===== config.mk =====
export PLATFORM = sky130hd
export DESIGN_NAME = gp9001_host_port_flat
export DESIGN_NICKNAME = d
export VERILOG_FILES = /design/src/rtl/gp9001_host_port_if.sv /design/src/rtl/gp9001_host_port.sv /design/src/flat_wrapper.sv
export SDC_FILE = /design/constraint.sdc
export NUM_CORES = 1
export LEC_CHECK = 0
export CAP_MARGIN = 5
export CORE_UTILIZATION = 40
export CTS_CLUSTER_SIZE = 16
export DETAILED_ROUTE_END_ITERATION = 6
export GPL_TIMING_DRIVEN = 1
export PLACE_DENSITY = 0.79
export SLEW_MARGIN = 20
export SYNTH_ARGS = -nofsm -noshare
export SYNTH_HDL_FRONTEND = slang
export SYNTH_SLANG_ARGS = --single-unit

===== constraint.sdc =====
create_clock -name CLK96 -period 2.2 [get_ports CLK96]
set_clock_uncertainty 0.05 [all_clocks]
set_input_delay 0.44 -clock CLK96 [delete_from_list [all_inputs] [get_ports CLK96]]
set_output_delay 0.44 -clock CLK96 [all_outputs]
set_load 0.05 [all_outputs]

===== src/rtl/gp9001_host_port_if.sv =====
// Host-port bundle for gp9001_host_port: 68k-side request/ack bus plus the VRAM
// and register-file strobes it drives.
interface gp9001_host_port_if #(
  parameter int AW = 14
);
  logic          OP_SELECT_REG;
  logic          OP_WRITE_REG;
  logic          OP_WRITE_RAM;
  logic          OP_READ_RAM_H;
  logic          OP_READ_RAM_L;
  logic          OP_SET_RAM_PTR;
  logic [15:0]   DIN;
  logic [1:0]    BE;
  logic          ACK;
  logic [15:0]   DOUT;
  logic [7:0]    REG_INDEX;
  logic [15:0]   REG_WDATA;
  logic          REG_WE;
  logic [AW-1:0] VRAM_ADDR;
  logic [15:0]   VRAM_WDATA;
  logic [1:0]    VRAM_WE;
  logic          VRAM_RE;
  logic [15:0]   VRAM_Q;

  modport slave (
    input  OP_SELECT_REG, OP_WRITE_REG, OP_WRITE_RAM, OP_READ_RAM_H,
           OP_READ_RAM_L, OP_SET_RAM_PTR, DIN, BE, VRAM_Q,
    output ACK, DOUT, REG_INDEX, REG_WDATA, REG_WE,
           VRAM_ADDR, VRAM_WDATA, VRAM_WE, VRAM_RE
  );

  modport master (
    output OP_SELECT_REG, OP_WRITE_REG, OP_WRITE_RAM, OP_READ_RAM_H,
           OP_READ_RAM_L, OP_SET_RAM_PTR, DIN, BE, VRAM_Q,
    input  ACK, DOUT, REG_INDEX, REG_WDATA, REG_WE,
           VRAM_ADDR, VRAM_WDATA, VRAM_WE, VRAM_RE
  );
endinterface


===== src/rtl/gp9001_host_port.sv =====
// GP9001 68k host port: four-phase op handshake onto VRAM and register strobes.
// Define GP9001_VRAM_READ_EN to enable VRAM reads (RDWAIT state); otherwise reads return 0.
module gp9001_host_port #(
  parameter int AW = 14
) (
  input  logic               CLK96,
  input  logic               RESET96,
  gp9001_host_port_if.slave  bus
);

  typedef enum logic [2:0] {
    OP_NONE,
    OP_PTR,
    OP_SEL,
    OP_WREG,
    OP_WRAM,
    OP_RDH,
    OP_RDL
  } opKind_t;

  typedef enum logic [1:0] {
    S_IDLE,
    S_EXEC,
`ifdef GP9001_VRAM_READ_EN
    S_RDWAIT,
`endif
    S_DONE
  } state_t;

  state_t        r_state;
  state_t        w_nextState;
  opKind_t       r_op;
  opKind_t       w_reqOp;
  logic [15:0]   r_din;
  logic [1:0]    r_be;
  logic [AW-1:0] r_ptr;
  logic [7:0]    r_regIndex;
  logic [15:0]   r_dout;
  logic          r_ack;
  logic          w_anyOp;
  logic [1:0]    w_vramWe;
  logic          w_vramRe;
  logic          w_regWe;

  assign w_anyOp = bus.OP_SET_RAM_PTR | bus.OP_SELECT_REG | bus.OP_WRITE_REG |
                   bus.OP_WRITE_RAM | bus.OP_READ_RAM_H | bus.OP_READ_RAM_L;

  // Only the highest-priority request is taken; the rest are dropped for this transaction.
  always_comb begin
    w_reqOp = OP_NONE;
    if (bus.OP_SET_RAM_PTR)     w_reqOp = OP_PTR;
    else if (bus.OP_SELECT_REG) w_reqOp = OP_SEL;
    else if (bus.OP_WRITE_REG)  w_reqOp = OP_WREG;
    else if (bus.OP_WRITE_RAM)  w_reqOp = OP_WRAM;
    else if (bus.OP_READ_RAM_H) w_reqOp = OP_RDH;
    else if (bus.OP_READ_RAM_L) w_reqOp = OP_RDL;
  end

  always_ff @(posedge CLK96 or posedge RESET96) begin
    if (RESET96) r_state <= S_IDLE;
    else         r_state <= w_nextState;
  end

  always_comb begin
    w_nextState = r_state;
    w_vramWe    = 2'b00;
    w_vramRe    = 1'b0;
    w_regWe     = 1'b0;
    case (r_state)
      S_IDLE: if (w_anyOp) w_nextState = S_EXEC;
      S_EXEC: begin
        w_nextState = S_DONE;
        case (r_op)
          OP_WREG: w_regWe  = 1'b1;
          OP_WRAM: w_vramWe = r_be;
          OP_RDH, OP_RDL: begin
`ifdef GP9001_VRAM_READ_EN
            w_vramRe    = 1'b1;
            w_nextState = S_RDWAIT;
`endif
          end
          default: ;
        endcase
      end
`ifdef GP9001_VRAM_READ_EN
      S_RDWAIT: w_nextState = S_DONE;
`endif
      S_DONE: if (!w_anyOp) w_nextState = S_IDLE;
      default: w_nextState = S_IDLE;
    endcase
  end

  // ACK is registered off DONE so it lands one edge after the state change.
  always_ff @(posedge CLK96 or posedge RESET96) begin
    if (RESET96) begin
      r_op       <= OP_NONE;
      r_din      <= '0;
      r_be       <= '0;
      r_ptr      <= '0;
      r_regIndex <= '0;
      r_dout     <= '0;
      r_ack      <= 1'b0;
    end else begin
      r_ack <= (r_state == S_DONE) && w_anyOp;
      case (r_state)
        S_IDLE: begin
          if (w_anyOp) begin
            r_op  <= w_reqOp;
            r_din <= bus.DIN;
            r_be  <= bus.BE;
          end
        end
        S_EXEC: begin
          case (r_op)
            OP_PTR:  r_ptr      <= r_din[AW-1:0];
            OP_SEL:  r_regIndex <= r_din[7:0];
            OP_WRAM: r_ptr      <= r_ptr + AW'(1);
`ifndef GP9001_VRAM_READ_EN
            OP_RDH, OP_RDL: r_dout <= '0;
`endif
            default: ;
          endcase
        end
`ifdef GP9001_VRAM_READ_EN
        S_RDWAIT: begin
          r_dout <= bus.VRAM_Q;
          if (r_op == OP_RDL) r_ptr <= r_ptr + AW'(1);
        end
`endif
        default: ;
      endcase
    end
  end

`ifndef GP9001_VRAM_READ_EN
  logic w_unusedQ;
  assign w_unusedQ = ^bus.VRAM_Q;
`endif

  assign bus.ACK        = r_ack;
  assign bus.DOUT       = r_dout;
  assign bus.REG_INDEX  = r_regIndex;
  assign bus.REG_WDATA  = r_din;
  assign bus.REG_WE     = w_regWe;
  assign bus.VRAM_ADDR  = r_ptr;
  assign bus.VRAM_WDATA = r_din;
  assign bus.VRAM_WE    = w_vramWe;
  assign bus.VRAM_RE    = w_vramRe;

endmodule


===== src/flat_wrapper.sv =====
// flat-port wrapper written by rule: the top's interface ports become plain ports
module gp9001_host_port_flat 
#(
  parameter int AW = 14
)
  (CLK96, RESET96, bus_OP_SELECT_REG, bus_OP_WRITE_REG, bus_OP_WRITE_RAM, bus_OP_READ_RAM_H, bus_OP_READ_RAM_L, bus_OP_SET_RAM_PTR, bus_DIN, bus_BE, bus_VRAM_Q, bus_ACK, bus_DOUT, bus_REG_INDEX, bus_REG_WDATA, bus_REG_WE, bus_VRAM_ADDR, bus_VRAM_WDATA, bus_VRAM_WE, bus_VRAM_RE);
  gp9001_host_port_if #(.AW(AW)) bus_i ();
  input  logic CLK96;
  input  logic RESET96;
  input wire logic [$bits(bus_i.OP_SELECT_REG)-1:0] bus_OP_SELECT_REG;
  input wire logic [$bits(bus_i.OP_WRITE_REG)-1:0] bus_OP_WRITE_REG;
  input wire logic [$bits(bus_i.OP_WRITE_RAM)-1:0] bus_OP_WRITE_RAM;
  input wire logic [$bits(bus_i.OP_READ_RAM_H)-1:0] bus_OP_READ_RAM_H;
  input wire logic [$bits(bus_i.OP_READ_RAM_L)-1:0] bus_OP_READ_RAM_L;
  input wire logic [$bits(bus_i.OP_SET_RAM_PTR)-1:0] bus_OP_SET_RAM_PTR;
  input wire logic [$bits(bus_i.DIN)-1:0] bus_DIN;
  input wire logic [$bits(bus_i.BE)-1:0] bus_BE;
  input wire logic [$bits(bus_i.VRAM_Q)-1:0] bus_VRAM_Q;
  output wire logic [$bits(bus_i.ACK)-1:0] bus_ACK;
  output wire logic [$bits(bus_i.DOUT)-1:0] bus_DOUT;
  output wire logic [$bits(bus_i.REG_INDEX)-1:0] bus_REG_INDEX;
  output wire logic [$bits(bus_i.REG_WDATA)-1:0] bus_REG_WDATA;
  output wire logic [$bits(bus_i.REG_WE)-1:0] bus_REG_WE;
  output wire logic [$bits(bus_i.VRAM_ADDR)-1:0] bus_VRAM_ADDR;
  output wire logic [$bits(bus_i.VRAM_WDATA)-1:0] bus_VRAM_WDATA;
  output wire logic [$bits(bus_i.VRAM_WE)-1:0] bus_VRAM_WE;
  output wire logic [$bits(bus_i.VRAM_RE)-1:0] bus_VRAM_RE;
  assign bus_i.OP_SELECT_REG = bus_OP_SELECT_REG;
  assign bus_i.OP_WRITE_REG = bus_OP_WRITE_REG;
  assign bus_i.OP_WRITE_RAM = bus_OP_WRITE_RAM;
  assign bus_i.OP_READ_RAM_H = bus_OP_READ_RAM_H;
  assign bus_i.OP_READ_RAM_L = bus_OP_READ_RAM_L;
  assign bus_i.OP_SET_RAM_PTR = bus_OP_SET_RAM_PTR;
  assign bus_i.DIN = bus_DIN;
  assign bus_i.BE = bus_BE;
  assign bus_i.VRAM_Q = bus_VRAM_Q;
  assign bus_ACK = bus_i.ACK;
  assign bus_DOUT = bus_i.DOUT;
  assign bus_REG_INDEX = bus_i.REG_INDEX;
  assign bus_REG_WDATA = bus_i.REG_WDATA;
  assign bus_REG_WE = bus_i.REG_WE;
  assign bus_VRAM_ADDR = bus_i.VRAM_ADDR;
  assign bus_VRAM_WDATA = bus_i.VRAM_WDATA;
  assign bus_VRAM_WE = bus_i.VRAM_WE;
  assign bus_VRAM_RE = bus_i.VRAM_RE;
  gp9001_host_port #(.AW(AW)) u_core (.CLK96(CLK96), .RESET96(RESET96), .bus(bus_i));
endmodule

==> out/qor.txt <==
Post-layout min period - 2.13 ns
CP Class - reg2out
Post-synth EDFFs - 0
Cells after Synth - 230
Port Buffers - 83
Final hold violations - 0
Most instantiated cells after synthesis - dfrtp_1 (46), buf_4 (33), mux2_2 (26), nand2_1 (13), a21oi_1 (11)
Reg2reg start - u_core.bus.VRAM_ADDR[0]
H-tree Lvls - 2
DP HPWL - 3930 um
Routed WL - 5500 um
Routed Antenna Nets - 0
Initial DRC Count - 86
GRT Resource Usage Total - 18.7%
Crit Path Max Fanout - 8
Max_cap viols - 0
Kind of end point of the critical path - primary output
Buf/Inv on CP - 1
FFs w/ async S/R, synth - 100%
Reg2Reg Setup Slack - 0.40 ns
WL per Instance - 14.6 um
Fin crit share - 97.0%
RSZ-0062 raised after global routing - false
Routability-driven placement congestion ratio - 0.817
Final #Nets - 348
#FFs+latches synth - 46
Critical path launch point type - flip-flop
Top cells by area, synth - dfrtp_1 (47%), mux2_2 (12%), buf_4 (10%)
Worst hold path class - in2async
CTS tree - built
Chip width - 79.8 um
Via count - 1958
Worst EP arrival - 1.64 ns
CTS max path bufs - 2
Most Used Layer, Global Route - met2
Met1 Usage GRT - 24.5%
R2R Path End - u_core.bus.VRAM_ADDR[12]
Count of final setup violators - 0
Most numerous cell in the Yosys netlist - dfrtp_1
Post-synthesis cell type count - 42
Die area - 0.00637 mm2
Initial Utilization - 42.7%
Setup Fix Bufs, Post-CTS - 0
Met2 GRT Util - 30.6%
Ys Warns - 0
Crit path depth - 1
Cts bufs inserted - 5
Critical Path RT - 1.71 ns
Slew @ Worst Pin - 0.519 ns
Fmax achieved - 469 MHz
Root Buffer - clkbuf_8
First-pass GRT wire length - 9240 um
Initial antenna violation count - 0
DR vias/cell - 5.18
CTS sink cnt - 46
Share of cells above drive strength 1 - 21.2%
Worst path slowest cell - clkdlybuf4s50_1
CP top delay family - buffers and inverters
Status - finished clean
Synth Cell Area - 0.00242 mm2
Remaining Overflow, GRT - 0
Sequential Area - 0.00115 mm2
I/O pin count - 117
Final setup TNS - 0 ns
Number of global-route vias before repair - 1914
Diodes inserted - 0
Area Overhead vs Synth - 39.9%
# DRC - 0
Area occupied by multi-input gates - 0.00105 mm2
Synth Area per Inst - 10.5 um2
Clock slew at reported path FFs - 0.09 ns
Ys flop type - dfrtp_1
Die height - 79.8 um
Drt pass-1 iters - 4
Synth top area share - 47.5%
Largest net degree at the start of global routing - 32
Clk Latency, worst-skew pair - 0.30 ns
Met3 Use GR - 5.03%
Leading area contributor after synthesis - dfrtp_1
Slew HR - 65.3%
Cell Rows - 27
Max incr delay on CP - 0.86 ns
Fillers - 493
R2R cell count - 5
Core footprint - 0.00568 mm2
Worst-path cell chain - clkdlybuf4s50_1
Slew Limit Fails - 0
Sequential area share after synthesis - 47.5%
==> kinds of logic after synthesis <==
logic type	count (synthesis)	synth area share, %
adders and majority gates	1	0.516
muxes	26	12.1
buffers and inverters	50	13.3
AOI/OAI and AO/OA	48	13.1
and+or+nand+nor	57	13.0
xor gates and xnor gates	1	0.361
DFF	46	47.5
other	1	0.155
==> state kept, by name, summed over array words and instances, names as in the netlist <==
name	flops
u_core.r_be	2
u_core.bus.ACK	1
u_core.bus.VRAM_ADDR	14
u_core.bus.REG_WDATA	16
u_core.r_op	3
u_core.r_state	2
u_core.bus.REG_INDEX	8
==> routing by layer <==
layer / share of wire [%] / wire, um
met1: 44 / 2400
met2: 48 / 2640
met3: 7.6 / 417
met4: 0.96 / 53
met5: 0 / 0
==> how the worst max path moves through the flow <==
stage                                       start                       end  slack (ns)
after global placement          bus_OP_READ_RAM_H  u_core.bus.REG_WDATA[15]        0.05
after CTS                       u_core.r_state[1]            bus_VRAM_WE[1]        0.02
after detailed placement        bus_OP_READ_RAM_H   u_core.bus.REG_WDATA[2]        0.02
final                     u_core.bus.VRAM_ADDR[2]          bus_VRAM_ADDR[2]        0.07
after floorplan                 u_core.r_state[1]            bus_VRAM_WE[0]        0.14
after global routing      u_core.bus.VRAM_ADDR[5]          bus_VRAM_ADDR[5]       0.007
==> metrics by stage <==
stage / hold WS (ns) / setup WS (ns) / util [%] / instance area (um2) / std cells
after floorplan: 0.422 / 0.145 / - / 2490 / 246
after global placement: 0.435 / 0.0509 / 57.4 / 3260 / 370
after detailed placement: 0.437 / 0.0182 / 57.4 / 3260 / 370
after CTS: 0.378 / 0.0156 / 59.4 / 3370 / 378
after global routing: 0.401 / 0.00696 / 59.7 / 3390 / 378
final: 0.371 / 0.0659 / 59.7 / 3390 / 378
==> placed cells by master, fill, tap and decap left out, types with 4 or more instances in the layout <==
cell type / netlist / layout
a21oi_1: 11 / 11
a31oi_1: 6 / 6
buf_12: 0 / 4
buf_4: 33 / 12
clkbuf_8: 0 / 7
clkdlybuf4s50_1: 0 / 79
conb_1: 1 / 17
dfrtp_1: 46 / 44
inv_1: 7 / 6
mux2_2: 26 / 26
nand2_1: 13 / 13
nand3_1: 8 / 8
nor2_1: 10 / 10
nor3_1: 5 / 4
nor4_1: 5 / 4
o21ai_0: 9 / 9
o21ai_1: 4 / 4
==> final cells by class <==
type,count,area share [%]
Multi-Input combinational cell,150,31.1
Timing Repair Buffer,95,28.3
Clock buffer,7,2.84
Clock inverter,1,0.258
Sequential cell,46,34.0
Inverter,7,0.775
Tap cell,72,2.66
==> repair_timing <==
action,CTS,global route
pin swaps,0,1
endpoints found under the setup margin,2,2
gates cloned,0,0
gates resized for setup,1,6
hold buffers,0,0
Power is not shown: default switching activity piles up to over one toggle a cycle in this logic, so the estimate is an artifact.
